File: config.mk
export PLATFORM = sky130hd
export DESIGN_NAME = alu_arb_ctrl
export DESIGN_NICKNAME = d
export VERILOG_FILES = /design/src/rtl/alu_arb_ctrl.sv
export SDC_FILE = /design/constraint.sdc
export NUM_CORES = 1
export LEC_CHECK = 0
export ABC_AREA = 0
export BUFFER_PORTS_ARGS = -buffer_cell sky130_fd_sc_hd__buf_2
export CORE_MARGIN = 10
export CORE_UTILIZATION = 46
export DETAILED_ROUTE_END_ITERATION = 6
export MAX_ROUTING_LAYER = met4
export PLACE_DENSITY = 0.79
export SLEW_MARGIN = 20
export SYNTH_ARGS = -nofsm -noshare
export SYNTH_HDL_FRONTEND = slang
export SYNTH_SLANG_ARGS = --single-unit
File: constraint.sdc
create_clock -name clk -period 2 [get_ports clk]
set_input_delay 0.3 -clock clk [delete_from_list [all_inputs] [get_ports clk]]
set_output_delay 0.3 -clock clk [all_outputs]
set_load 0.05 [all_outputs]
File: src/rtl/alu_arb_ctrl.sv
// ---------------------------------------------------------------------------
// alu_arb_ctrl
//   Round-robin arbiter and sequencer that shares one combinational ALU
//   between two requesters. It accepts one command at a time, drives the
//   ALU from registered operands for one cycle, captures the result and the
//   zero flag, and returns them on the originating requester's response port.
//
// Ports
//   clk, resetn                       clock, asynchronous active-low reset
//   req{0,1}_valid/_ready             command handshake per requester
//   req{0,1}_opcode/_op_0/_op_1       one-hot opcode and operands
//   rsp{0,1}_valid/_ready             response handshake per requester
//   rsp{0,1}_result/_zero             captured ALU result and zero flag
//   alu_opcode/_op_0/_op_1            to the shared ALU (zero outside EXEC)
//   alu_result, alu_zero_f            from the shared ALU
//   busy                              high whenever the sequencer is not idle
// ---------------------------------------------------------------------------
module alu_arb_ctrl #(
    parameter int DW  = 8,
    parameter int OPW = 7
) (
    input  logic           clk,
    input  logic           resetn,

    input  logic           req0_valid,
    output logic           req0_ready,
    input  logic [OPW-1:0] req0_opcode,
    input  logic [DW-1:0]  req0_op_0,
    input  logic [DW-1:0]  req0_op_1,

    input  logic           req1_valid,
    output logic           req1_ready,
    input  logic [OPW-1:0] req1_opcode,
    input  logic [DW-1:0]  req1_op_0,
    input  logic [DW-1:0]  req1_op_1,

    output logic           rsp0_valid,
    input  logic           rsp0_ready,
    output logic [DW-1:0]  rsp0_result,
    output logic           rsp0_zero,

    output logic           rsp1_valid,
    input  logic           rsp1_ready,
    output logic [DW-1:0]  rsp1_result,
    output logic           rsp1_zero,

    output logic [OPW-1:0] alu_opcode,
    output logic [DW-1:0]  alu_op_0,
    output logic [DW-1:0]  alu_op_1,
    input  logic [DW-1:0]  alu_result,
    input  logic           alu_zero_f,

    output logic           busy
);

    typedef enum logic [1:0] {
        ST_IDLE = 2'd0,
        ST_EXEC = 2'd1,
        ST_RESP = 2'd2
    } state_e;

    state_e         state_q, state_d;
    logic           last_id_q, last_id_d;
    logic           owner_q, owner_d;
    logic [OPW-1:0] opcode_q, opcode_d;
    logic [DW-1:0]  op_0_q, op_0_d;
    logic [DW-1:0]  op_1_q, op_1_d;
    logic [DW-1:0]  rsp0_result_q, rsp0_result_d;
    logic           rsp0_zero_q, rsp0_zero_d;
    logic [DW-1:0]  rsp1_result_q, rsp1_result_d;
    logic           rsp1_zero_q, rsp1_zero_d;

    logic           grant0;
    logic           grant1;
    logic           owner_rsp_ready;

    // Round-robin: a lone requester always wins; on a tie the requester that
    // was not served last wins. last_id resets to 1 so requester 0 wins first.
    assign grant0 = req0_valid && (!req1_valid || last_id_q);
    assign grant1 = req1_valid && (!req0_valid || !last_id_q);

    // Only the owner's response ready completes the transaction.
    assign owner_rsp_ready = owner_q ? rsp1_ready : rsp0_ready;

    // ------------------------------------------------------------------
    // State and datapath registers
    // ------------------------------------------------------------------
    // NOTE: sequential state uses non-blocking assignments so every register
    // samples pre-edge values, independent of statement order.
    // NOTE: every register has an explicit reset value; an aborted operation
    // must leave no stale opcode, operand or response behind.
    always_ff @(posedge clk or negedge resetn) begin
        if (!resetn) begin
            state_q       <= ST_IDLE;
            last_id_q     <= 1'b1;
            owner_q       <= 1'b0;
            opcode_q      <= '0;
            op_0_q        <= '0;
            op_1_q        <= '0;
            rsp0_result_q <= '0;
            rsp0_zero_q   <= 1'b0;
            rsp1_result_q <= '0;
            rsp1_zero_q   <= 1'b0;
        end else begin
            state_q       <= state_d;
            last_id_q     <= last_id_d;
            owner_q       <= owner_d;
            opcode_q      <= opcode_d;
            op_0_q        <= op_0_d;
            op_1_q        <= op_1_d;
            rsp0_result_q <= rsp0_result_d;
            rsp0_zero_q   <= rsp0_zero_d;
            rsp1_result_q <= rsp1_result_d;
            rsp1_zero_q   <= rsp1_zero_d;
        end
    end

    // ------------------------------------------------------------------
    // Next-state logic
    // ------------------------------------------------------------------
    // NOTE: every signal assigned here gets a hold default first, so no path
    // through the case leaves one unassigned and no latch is inferred.
    always_comb begin
        state_d       = state_q;
        last_id_d     = last_id_q;
        owner_d       = owner_q;
        opcode_d      = opcode_q;
        op_0_d        = op_0_q;
        op_1_d        = op_1_q;
        rsp0_result_d = rsp0_result_q;
        rsp0_zero_d   = rsp0_zero_q;
        rsp1_result_d = rsp1_result_q;
        rsp1_zero_d   = rsp1_zero_q;

        unique case (state_q)
            ST_IDLE: begin
                if (grant0) begin
                    opcode_d = req0_opcode;
                    op_0_d   = req0_op_0;
                    op_1_d   = req0_op_1;
                    owner_d  = 1'b0;
                    state_d  = ST_EXEC;
                end else if (grant1) begin
                    opcode_d = req1_opcode;
                    op_0_d   = req1_op_0;
                    op_1_d   = req1_op_1;
                    owner_d  = 1'b1;
                    state_d  = ST_EXEC;
                end
            end
            ST_EXEC: begin
                // Capture straight into the owner's response registers; the
                // other port keeps presenting whatever it last returned.
                if (owner_q) begin
                    rsp1_result_d = alu_result;
                    rsp1_zero_d   = alu_zero_f;
                end else begin
                    rsp0_result_d = alu_result;
                    rsp0_zero_d   = alu_zero_f;
                end
                state_d = ST_RESP;
            end
            ST_RESP: begin
                if (owner_rsp_ready) begin
                    last_id_d = owner_q;
                    state_d   = ST_IDLE;
                end
            end
            default: begin
                state_d = ST_IDLE;
            end
        endcase
    end

    // ------------------------------------------------------------------
    // Output logic
    // ------------------------------------------------------------------
    always_comb begin
        req0_ready = 1'b0;
        req1_ready = 1'b0;
        rsp0_valid = 1'b0;
        rsp1_valid = 1'b0;
        alu_opcode = '0;
        alu_op_0   = '0;
        alu_op_1   = '0;
        busy       = (state_q != ST_IDLE);

        unique case (state_q)
            ST_IDLE: begin
                // resetn gating keeps ready low for the whole reset pulse,
                // not just until the state register has been cleared.
                req0_ready = resetn && grant0;
                req1_ready = resetn && grant1;
            end
            ST_EXEC: begin
                alu_opcode = opcode_q;
                alu_op_0   = op_0_q;
                alu_op_1   = op_1_q;
            end
            ST_RESP: begin
                rsp0_valid = !owner_q;
                rsp1_valid = owner_q;
            end
            default: begin
                busy = 1'b0;
            end
        endcase
    end

    assign rsp0_result = rsp0_result_q;
    assign rsp0_zero   = rsp0_zero_q;
    assign rsp1_result = rsp1_result_q;
    assign rsp1_zero   = rsp1_zero_q;

endmodule

Yosys cells after proc, flatten, opt, wreduce, memory -nomap -nowiden
Cells that the tools add are included.
W data, S select, Z words.
{"block": "word_totals", "register_bits": 45, "elab_cells": 55, "input_bits": 61, "out_inout_bits": 46}
{"block": "classes", "n_reduce_logical": 19, "n_bitwise": 1, "n_mux": 21, "n_eq_ne": 4}
{"cell": "$mux W8", "n": 6}
{"cell": "$mux W7", "n": 3}
{"cell": "$reduce_and A2 Y1", "n": 5}
{"cell": "$mux W1", "n": 8}
{"cell": "$mux W2", "n": 3}
{"cell": "$pmux W2 S3", "n": 1}
{"cell": "$logic_and A1 B1 Y1", "n": 4}
{"cell": "$logic_not A1 Y1", "n": 4}
{"cell": "$reduce_bool A2 Y1", "n": 2}
{"cell": "$ne A3 B3 Y1 const B", "n": 1}
{"cell": "$reduce_or A3 Y1", "n": 1}
{"cell": "$eq A2 B1 Y1 const B", "n": 1}
{"cell": "$eq A2 B2 Y1 const B", "n": 1}
{"cell": "$logic_not A2 Y1", "n": 1}
{"cell": "$logic_or A1 B1 Y1", "n": 2}
{"cell": "$ne A2 B2 Y1 const B", "n": 1}
{"cell": "$not A1 Y1", "n": 1}

Depth between registers and ports, before layout
Gate-level depths: netlist of run 1.
{"block": "depth", "word_depth": 6, "mapped_depth": 7, "depth_no_buf": 5}

Worst setup path after synthesis of run 1
OpenSTA, ideal clock, no wires.
{"block": "synth_path", "path_kind": "reg2out", "start": "reg last_id_q", "end": "out req0_ready", "slack_ns": -0.261, "required_time_ns": 1.700, "path_buffers": 1, "arrival_time_ns": 1.961, "stages_incl_launch_ff": 4, "path_cell_list": "dfstp_2 > and2b_1 > buf_2 > nor3_1"}
{"block": "synth_between", "elab_chain_cells": 4}
{"element": "start: declaration", "line": "63", "rtl": "logic last_id_q, last_id_d;"}
{"element": "start signal: assignment", "line": "106", "rtl": "last_id_q <= last_id_d;"}
{"element": "$logic_or A1 B1 Y1", "line": "79", "rtl": "assign grant0 = req0_valid && (!req1_valid || last_id_q);"}
{"element": "$logic_and A1 B1 Y1", "line": "79"}
{"element": "$logic_and A1 B1 Y1", "line": "192", "rtl": "req0_ready = resetn && grant0;"}
{"element": "$mux W1", "line": "188", "rtl": "unique case (state_q)"}
{"element": "end: declaration", "line": "26", "rtl": "output logic req0_ready,"}
Every way passes these cells.

Worst setup path after layout of run 1
{"block": "layout_path", "start": "reg state_q[0]", "end": "out req0_ready"}
{"block": "layout_between", "elab_chain_cells": 2}
{"element": "start: declaration", "line": "62", "rtl": "state_e state_q, state_d;"}
{"element": "start signal: assignment", "line": "105", "rtl": "state_q <= state_d;"}
{"element": "$logic_not A2 Y1", "line": "188"}
{"element": "$mux W1", "line": "188"}
Every way passes these cells.

==> results.txt, run 1 <==
- Clock tree synthesis selected as its root buffer the cell sky130_fd_sc_hd__clkbuf_8.
* Outcome: complete, no violations
- Area Growth Syn to Fin: 32.7%
* Number of warnings issued by yosys: 0
* Number of nets in the synthesized netlist: 293
- Max-slew headroom at the worst pin: 75.2%
- First-pass DRT Iterations: 5
- Cells with a size suffix above 1 make up 44.9% of the layout.
- Clock group share of total power: 11.7%
- Chip Height: 90.0 um
* Number of CTS-inserted buffers: 5
- The max-slew violation count came to 0.
- Commonest cells in the synthesized netlist: sky130_fd_sc_hd__dfrtp_1, sky130_fd_sc_hd__nor2_1, sky130_fd_sc_hd__and2_1
- Starting density of the core: 47.7%
- The worst setup path is captured at an output port.
- Design internal power: 2800 uW
- Count of flip-flops with a built-in enable after synthesis: 0
- Count of standard-cell rows: 25
* Worst-path clk slew: 0.09 ns
* Sequential cell area fraction in the yosys report: 50.0%
- The core region is 4720 um2.
* Skew-Pair Late Insertion Delay: 0.29 ns
- The critical path is of the reg -> out type.
- Cell type contributing the most total cell area after synthesis: sky130_fd_sc_hd__dfrtp_1
- For this run, the total global-route usage over all layers was measured as 17.1%.
- Once layout is complete, the utilization of the core stands at 63.3%.
- Of all nets on the critical path, the largest fanout is 7.
- Measured slew at the worst slew-check pin: 0.372 ns
- Data on the critical path arrives at its endpoint at 1.57 ns.
- Aggregate negative setup slack: 0 ns
* Final routed wirelength across all metal layers: 6620 um
- Avg WL per Cell: 16.5 um
* P_leak: 0.00144 uW
- The worst register-to-register path has a setup slack of 0.36 ns.
* Global-route wire length before repair: 11,400 um
* Hold Fails Final Rpt: 0
* Power Dens Cells: 1960 nW/um2
- The longest clock path from root to sink contains 2 buffers.
* Horizontal extent of the die: 90.0 um
* Number of port buffers: 106
- Post-route clock period utilization: 93.7%
- DPL Wire Length: 5030 um
* Maximum clock skew at final layout: 0.00635 ns
- The worst hold path belongs to the class in -> async.
- Top cells by area, synth: sky130_fd_sc_hd__dfrtp_1, sky130_fd_sc_hd__mux2_2, sky130_fd_sc_hd__and2_1, sky130_fd_sc_hd__a31oi_1, sky130_fd_sc_hd__nand3_1
- Total via count after detailed routing: 2,094
- Total die area: 8100 um2
- Most repeated cell in the gate-level netlist after synthesis: sky130_fd_sc_hd__dfrtp_1
- TritonCTS built the clock tree.
* Worst vdd rail ir drop: 0.848 mV
* Final count of negative-setup-slack endpoints: 0
- After detailed routing, the met3 layer carries 425 um of wire.
- Entering global routing, the biggest net connects 47 pins.
* WP data required: 1.70 ns
* Weighted congestion reported at the end of routability-driven placement: 0.774
- In this run, the number of DRC markers left after iteration 0 of detailed routing was 115.
* Initial antenna violation count: 0
- Top layer in use: met4
* Total Nets Final: 398
* Met1 wire length: 2830 um
- Remaining number of nets flagged by the antenna check after routing: 0
* Share of Yosys cell area claimed by the top area cell type: 48.9%
- Routed vias/inst: 5.22
- Derived from the worst setup path, the maximum achievable clock frequency is 0.534 GHz.
- In the synthesized netlist the async set-or-reset flop fraction comes to 100%.
- H-tree lvl count: 2
- Number of storage elements in the synthesis netlist: 45
- In this run the cell area of the synthesized design comes to 2250 um2.
- Setup repair after global routing left no endpoint under its margin.
- The cell count after synthesis came out at 228.
- Worst Setup Start Kind: register
- In this run the mean area of a mapped cell was 9.88 um2.
- Switching component of the power: 3050 uW
* Overflow left after global routing: 0
* Post-CTS setup buffers: 0
- Clock sink total: 45
- Maxcap violations: 0
* Antenna fix cells: 0
- Met2 WL: 3310 um
- Gate power share: 60.6%
* Shortest period the worst path allows: 1.87 ns
- Fraction of power spent switching nets: 52.2%
- The share of total power dissipated in sequential elements is 27.8%.
- For this run, the leading register cell type out of synthesis is sky130_fd_sc_hd__dfrtp_1.
- In the routed design, unresolved DRC markers number 0.
* Number of I/O pins: 107
- Vias in the first global route: 2,234
- The number of different library cells used by synthesis comes to 29.
## what timing repair did
action,4_1_cts,5_1_grt
setup endpoints to repair,0,4
resized for setup,0,3
hold buffers,0,0
## worst paths after layout
path,depth (start not counted),start,to
max,5,state_q[0],req0_ready
min,2,resetn,op_0_q[7]
max reg2reg,6,state_q[1],rsp0_result[0]
min reg2reg,1,rsp1_result[2],rsp1_result[2]
max in group asynchronous,2,resetn,op_1_q[2]
min in group clk,2,alu_result[2],rsp1_result[2]
## flip-flops by register name (all words and copies together) (netlist names)
signal	cells
last_id_q	1
op_0_q	8
op_1_q	8
opcode_q	7
owner_q	1
rsp0_result	8
rsp0_zero	1
rsp1_result	8
rsp1_zero	1
state_q	2
## worst max-delay path, stage by stage, from the launching register on
cell and delay, ns:
sky130_fd_sc_hd__dfrtp_1 0.41, sky130_fd_sc_hd__inv_1 0.12, sky130_fd_sc_hd__ha_2 0.26, sky130_fd_sc_hd__nand2_1 0.08, sky130_fd_sc_hd__nor3_2 0.15, sky130_fd_sc_hd__clkbuf_4 0.25
## final cells by class
cell class,count,area [um2]
clock inverters,3,46.3
fillers,406,1730
repair buffers,116,621
clock buffers,5,68.8
inverters,4,15.0
multi-input cells,161,1030
well taps,67,83.8
flip-flops and latches,45,1130
## routing by layer
metal | GRT usage [%] | vias up
li1 | - | 1007
met1 | 21.0 | 987
met2 | 27.5 | 96
met3 | 4.16 | 4
met4 | 4.64 | 0
met5 | - | -
## power by group through the flow
stage	Combinational (uW)	Sequential, uW	Clock (uW)
4_1_cts	3580	1630	702
5_1_grt	3790	1690	742
3_3_place_gp	3510	1610	0
6_report	3540	1620	682
2_1_floorplan	2120	2240	0
3_5_place_dp	3570	1650	0
## cell usage in the layout (no fill, tap or decap)
cell type / instances
sky130_fd_sc_hd__o21a_1: 1
sky130_fd_sc_hd__a21oi_1: 4
sky130_fd_sc_hd__nand2b_1: 1
sky130_fd_sc_hd__clkbuf_8: 5
sky130_fd_sc_hd__nand2_2: 1
sky130_fd_sc_hd__bufinv_16: 1
sky130_fd_sc_hd__mux2_2: 18
sky130_fd_sc_hd__clkinvlp_4: 1
sky130_fd_sc_hd__and2b_1: 1
sky130_fd_sc_hd__nand3_1: 23
sky130_fd_sc_hd__a22oi_2: 1
sky130_fd_sc_hd__o21ai_1: 12
sky130_fd_sc_hd__buf_12: 1
sky130_fd_sc_hd__nand2_1: 3
sky130_fd_sc_hd__a32oi_1: 1
sky130_fd_sc_hd__mux2_4: 1
sky130_fd_sc_hd__dfstp_2: 1
sky130_fd_sc_hd__ha_1: 2
sky130_fd_sc_hd__clkinv_4: 1
sky130_fd_sc_hd__dfrtp_1: 44
sky130_fd_sc_hd__nor2b_1: 2
sky130_fd_sc_hd__o21ai_0: 12
sky130_fd_sc_hd__nor2_1: 25
sky130_fd_sc_hd__mux2i_2: 1
sky130_fd_sc_hd__clkbuf_4: 1
sky130_fd_sc_hd__a31oi_1: 23
sky130_fd_sc_hd__and4_1: 1
sky130_fd_sc_hd__buf_4: 9
sky130_fd_sc_hd__buf_2: 105
sky130_fd_sc_hd__inv_1: 4
sky130_fd_sc_hd__and2_1: 24
sky130_fd_sc_hd__ha_2: 2
sky130_fd_sc_hd__nor3_2: 1
sky130_fd_sc_hd__a21o_1: 1
## kinds of logic (layout without fill, tap and decap cells)
family	after synthesis	after routing	share of synthesized area, %
AND/OR/NAND/NOR	82	82	18.5
adder cells (fa/ha/maj)	4	4	2.22
buffers and inverters	22	128	4.77
AO/OA/AOI/OAI	55	55	14.2
flip-flops	45	45	50.0
multiplexers	20	20	10.3
## per-stage QoR
stage	worst slack, ns	power (uW)	hold WS, ns	cell area, um2	cells
floorplan	0.173	4360	0.00441	2260	228
global placement	0.416	5130	0.332	2870	393
detailed placement	0.364	5210	0.336	2870	393
CTS	0.0239	5910	0.0107	2980	401
global route	0.00667	6230	0.0338	2990	401
finish	0.126	5850	0.0112	2990	401
Power figures use the tool's default switching activity.
==> run 2, diff against run 1 <==
--- a/config.mk
+++ b/config.mk
@@ -12,6 +12,7 @@
 export DETAILED_ROUTE_END_ITERATION = 6
 export MAX_ROUTING_LAYER = met4
 export PLACE_DENSITY = 0.79
+export REMOVE_ABC_BUFFERS = 1
 export SLEW_MARGIN = 20
 export SYNTH_ARGS = -nofsm -noshare
 export SYNTH_HDL_FRONTEND = slang
==> results.txt, run 2 (synthesis results as in run 1) <==
* Maximum clock skew at final layout: 0.00393 ns (was 0.00635 ns)
- Clock Tree Buf Depth: 2 (unchanged)
- Largest fanout on the critical path: 7 (unchanged)
- Post-route clock period utilization: 95.2% (was 93.7%)
- Power Dens Cells: 1930 nW/um2 (was 1960 nW/um2)
* Skew-Pair Late Insertion Delay: 0.29 ns (about the same)
* Worst Setup Start Kind: register (unchanged)
- The post-CTS clock slew at the launch and capture registers of the worst setup and hold paths was 0.08 ns (was 0.09 ns).
- Global-route usage over all layers: 16.1% (was 17.1%)
- The kind of path behind the tightest hold check is in -> reg (was in -> async).
- Vias in the first global route: 2,040 (was 2,234)
- The aggregate negative setup slack came to 0 ns (unchanged).
* Iteration-0 DRC Markers: 123 (was 115)
- Overflow left after global routing: 0 (unchanged)
* Standard cell core area: 4720 um2 (unchanged)
* Number of port buffers: 106 (unchanged)
- Initial antenna violation count: 0 (unchanged)
* Worst Setup End Kind: output port (unchanged)
- The power consumption was 5740 uW (was 5850 uW).
- Hold Fails Final Rpt: 0 (unchanged)
- Non-filler cells in the finished layout: 402 (was 401)
- The sum of buffers and inverters on the critical path was 2 (unchanged).
- The number of setup violations in the final report came to 0 (unchanged).
* Worst-path cell chain: inv_1, ha_2, nand2_1, nor3_1, clkbuf_4 (was inv_1, ha_2, nand2_1, nor3_2, clkbuf_4)
* Maxcap violations: 0 (unchanged)
* Horizontal extent of the die: 90.0 um (unchanged)
- Shortest period the worst path allows: 1.90 ns (was 1.87 ns)
* DPL Wire Length: 4940 um (was 5030 um)
* First-pass DRT Iterations: 4 (was 5)
- The transition at the pin with the smallest max-transition slack came to 0.547 ns (was 0.372 ns).
- The peak ir drop on the vdd network was 1.20 mV (was 0.848 mV).
- Max-slew headroom at the worst pin: 63.6% (was 75.2%)
* GR met1 Demand/Resource: 19.2% (was 21.0%)
* Clock tree from TritonCTS: built (unchanged)
- The total number of nets in the final design came to 399 (was 398).
- The max-slew violation count was 0 (unchanged).
- The global routing met3 resource utilization was 2.91% (was 4.16%).
* Weighted congestion reported at the end of routability-driven placement: 0.838 (was 0.774)
- Outcome: complete, no violations (unchanged)
- The I/O pin total was 107 (unchanged).
- The largest stage delay on the critical path came to 0.41 ns (about the same).
- Remaining number of nets flagged by the antenna check after routing: 0 (unchanged)
- The wire length of the first global-routing pass is 10,500 um (was 11,400 um).
- The global-route met2 utilization is 26.2% (was 27.5%).
- The number of antenna diodes is 0 (unchanged).
* Highest-delay cell along the critical path: sky130_fd_sc_hd__dfrtp_1 (unchanged)
* Total die area: 8100 um2 (unchanged)
* Maximum number of pins on one net before global-route repair: 44 (was 47)
- Top achievable clock speed: 0.525 GHz (was 0.534 GHz)
- The total number of H-tree levels came to 2 (unchanged).
- Count of standard-cell rows: 25 (unchanged)
* Avg WL per Cell: 16.1 um (was 16.5 um)
* Placed Instances: 393 (unchanged)
- Top Usage Layer GRT: met2 (unchanged)
* Critical Path AT: 1.60 ns (was 1.57 ns)
- Top Family by Delay on Critical Path: flip-flops (unchanged)
- The detailed-route wire length was 6460 um (was 6620 um).
- The synthesis-to-finish area growth was 32.2% (was 32.7%).
* Most frequent standard cell in the layout excluding fill and tap cells: sky130_fd_sc_hd__buf_2 (unchanged)
- Clock Tree Root: sky130_fd_sc_hd__clkbuf_8 (unchanged)
- The critical path start-end classification was reg -> out (unchanged).
- The layout cell share with drive strength beyond 1 was 44.2% (was 44.9%).
- The number of buffers created by CTS was 5 (unchanged).
* Total via count after detailed routing: 2,083 (was 2,094)
- Drc violations: 0 (unchanged)
- Commonest cells after routing, fill and taps aside: sky130_fd_sc_hd__buf_2, sky130_fd_sc_hd__dfrtp_1, sky130_fd_sc_hd__nor2_1 (unchanged)
- The effective utilization at floorplan came to 47.7% (unchanged).
* Clock sink total: 45 (unchanged)
- Routed vias/inst: 5.18 (was 5.22)
- The reported leakage power is 0.00145 uW (was 0.00144 uW).
- The vertical extent of the die came to 90.0 um (unchanged).
* RSZ-0062 raised after global routing: no (unchanged)
- The number of inserted filler cells in the final layout came to 408 (was 406).
- The worst path required time is 1.70 ns (about the same).
## run 2: cell types whose count changed in the layout (fill, tap and decap cells not counted), sizes merged
cell	delta
clkinvlp	-1
bufinv	-1
dlygate4sd3	+1
clkbuf	+2
## run 2: timing repair
item                                    CTS  global route
hold buffers                              1             0
hold endpoints to repair                  2             0
endpoints found under the setup margin    0             2
setup buffers                             0             0
resized for setup                         0             2
## run 2: area by class of cell
class	instances	area [um2]	area share, %
repair buffers	117	631	21.2
inverters	4	15.0	0.504
multi-input cells	161	1020	34.3
clock inverters	1	5.00	0.168
well taps	67	83.8	2.81
clock buffers	7	96.3	3.23
flip-flops and latches	45	1130	37.8
## run 2: power by group
part	switching (uW)	internal, uW	total [uW]	leakage, uW
clock network	295	312	608	0.0000542
logic	2480	1040	3520	0.000878
registers	238	1380	1620	0.000514
total	3010	2730	5740	0.00145
## run 2: stage by stage
stage | util [%] | instance area [um2] | setup WS, ns | hold WS [ns]
finish | 63.1 | 2980 | 0.0967 | 0.248
CTS | 63.0 | 2970 | 0.00471 | 0.242
global route | 63.1 | 2980 | 0.00243 | 0.239
detailed placement | 60.6 | 2860 | 0.343 | 0.116
global placement | 60.6 | 2860 | 0.420 | 0.119
floorplan | - | 2160 | -0.283 | 0.00441
## run 2: worst paths after layout
check                              start        endpoint  slack (ns)  cells past startpoint
max                           state_q[0]      req0_ready         0.1                      5
min                        alu_result[5]  rsp1_result[5]        0.25                      2
max reg2reg                   state_q[1]  rsp0_result[2]        0.37                      6
min reg2reg                    rsp1_zero       rsp1_zero        0.51                      1
max in group asynchronous         resetn       last_id_q        0.86                      3
min in group asynchronous         resetn       op_1_q[3]        0.40                      2
## run 2: layer usage
metal / share of wire [%] / up-vias / wire length, um
met5: 0 / - / 0
met1: 42 / 982 / 2690
met3: 5.2 / 11 / 334
li1: - / 1013 / -
met4: 1.9 / 0 / 122
met2: 51 / 77 / 3310
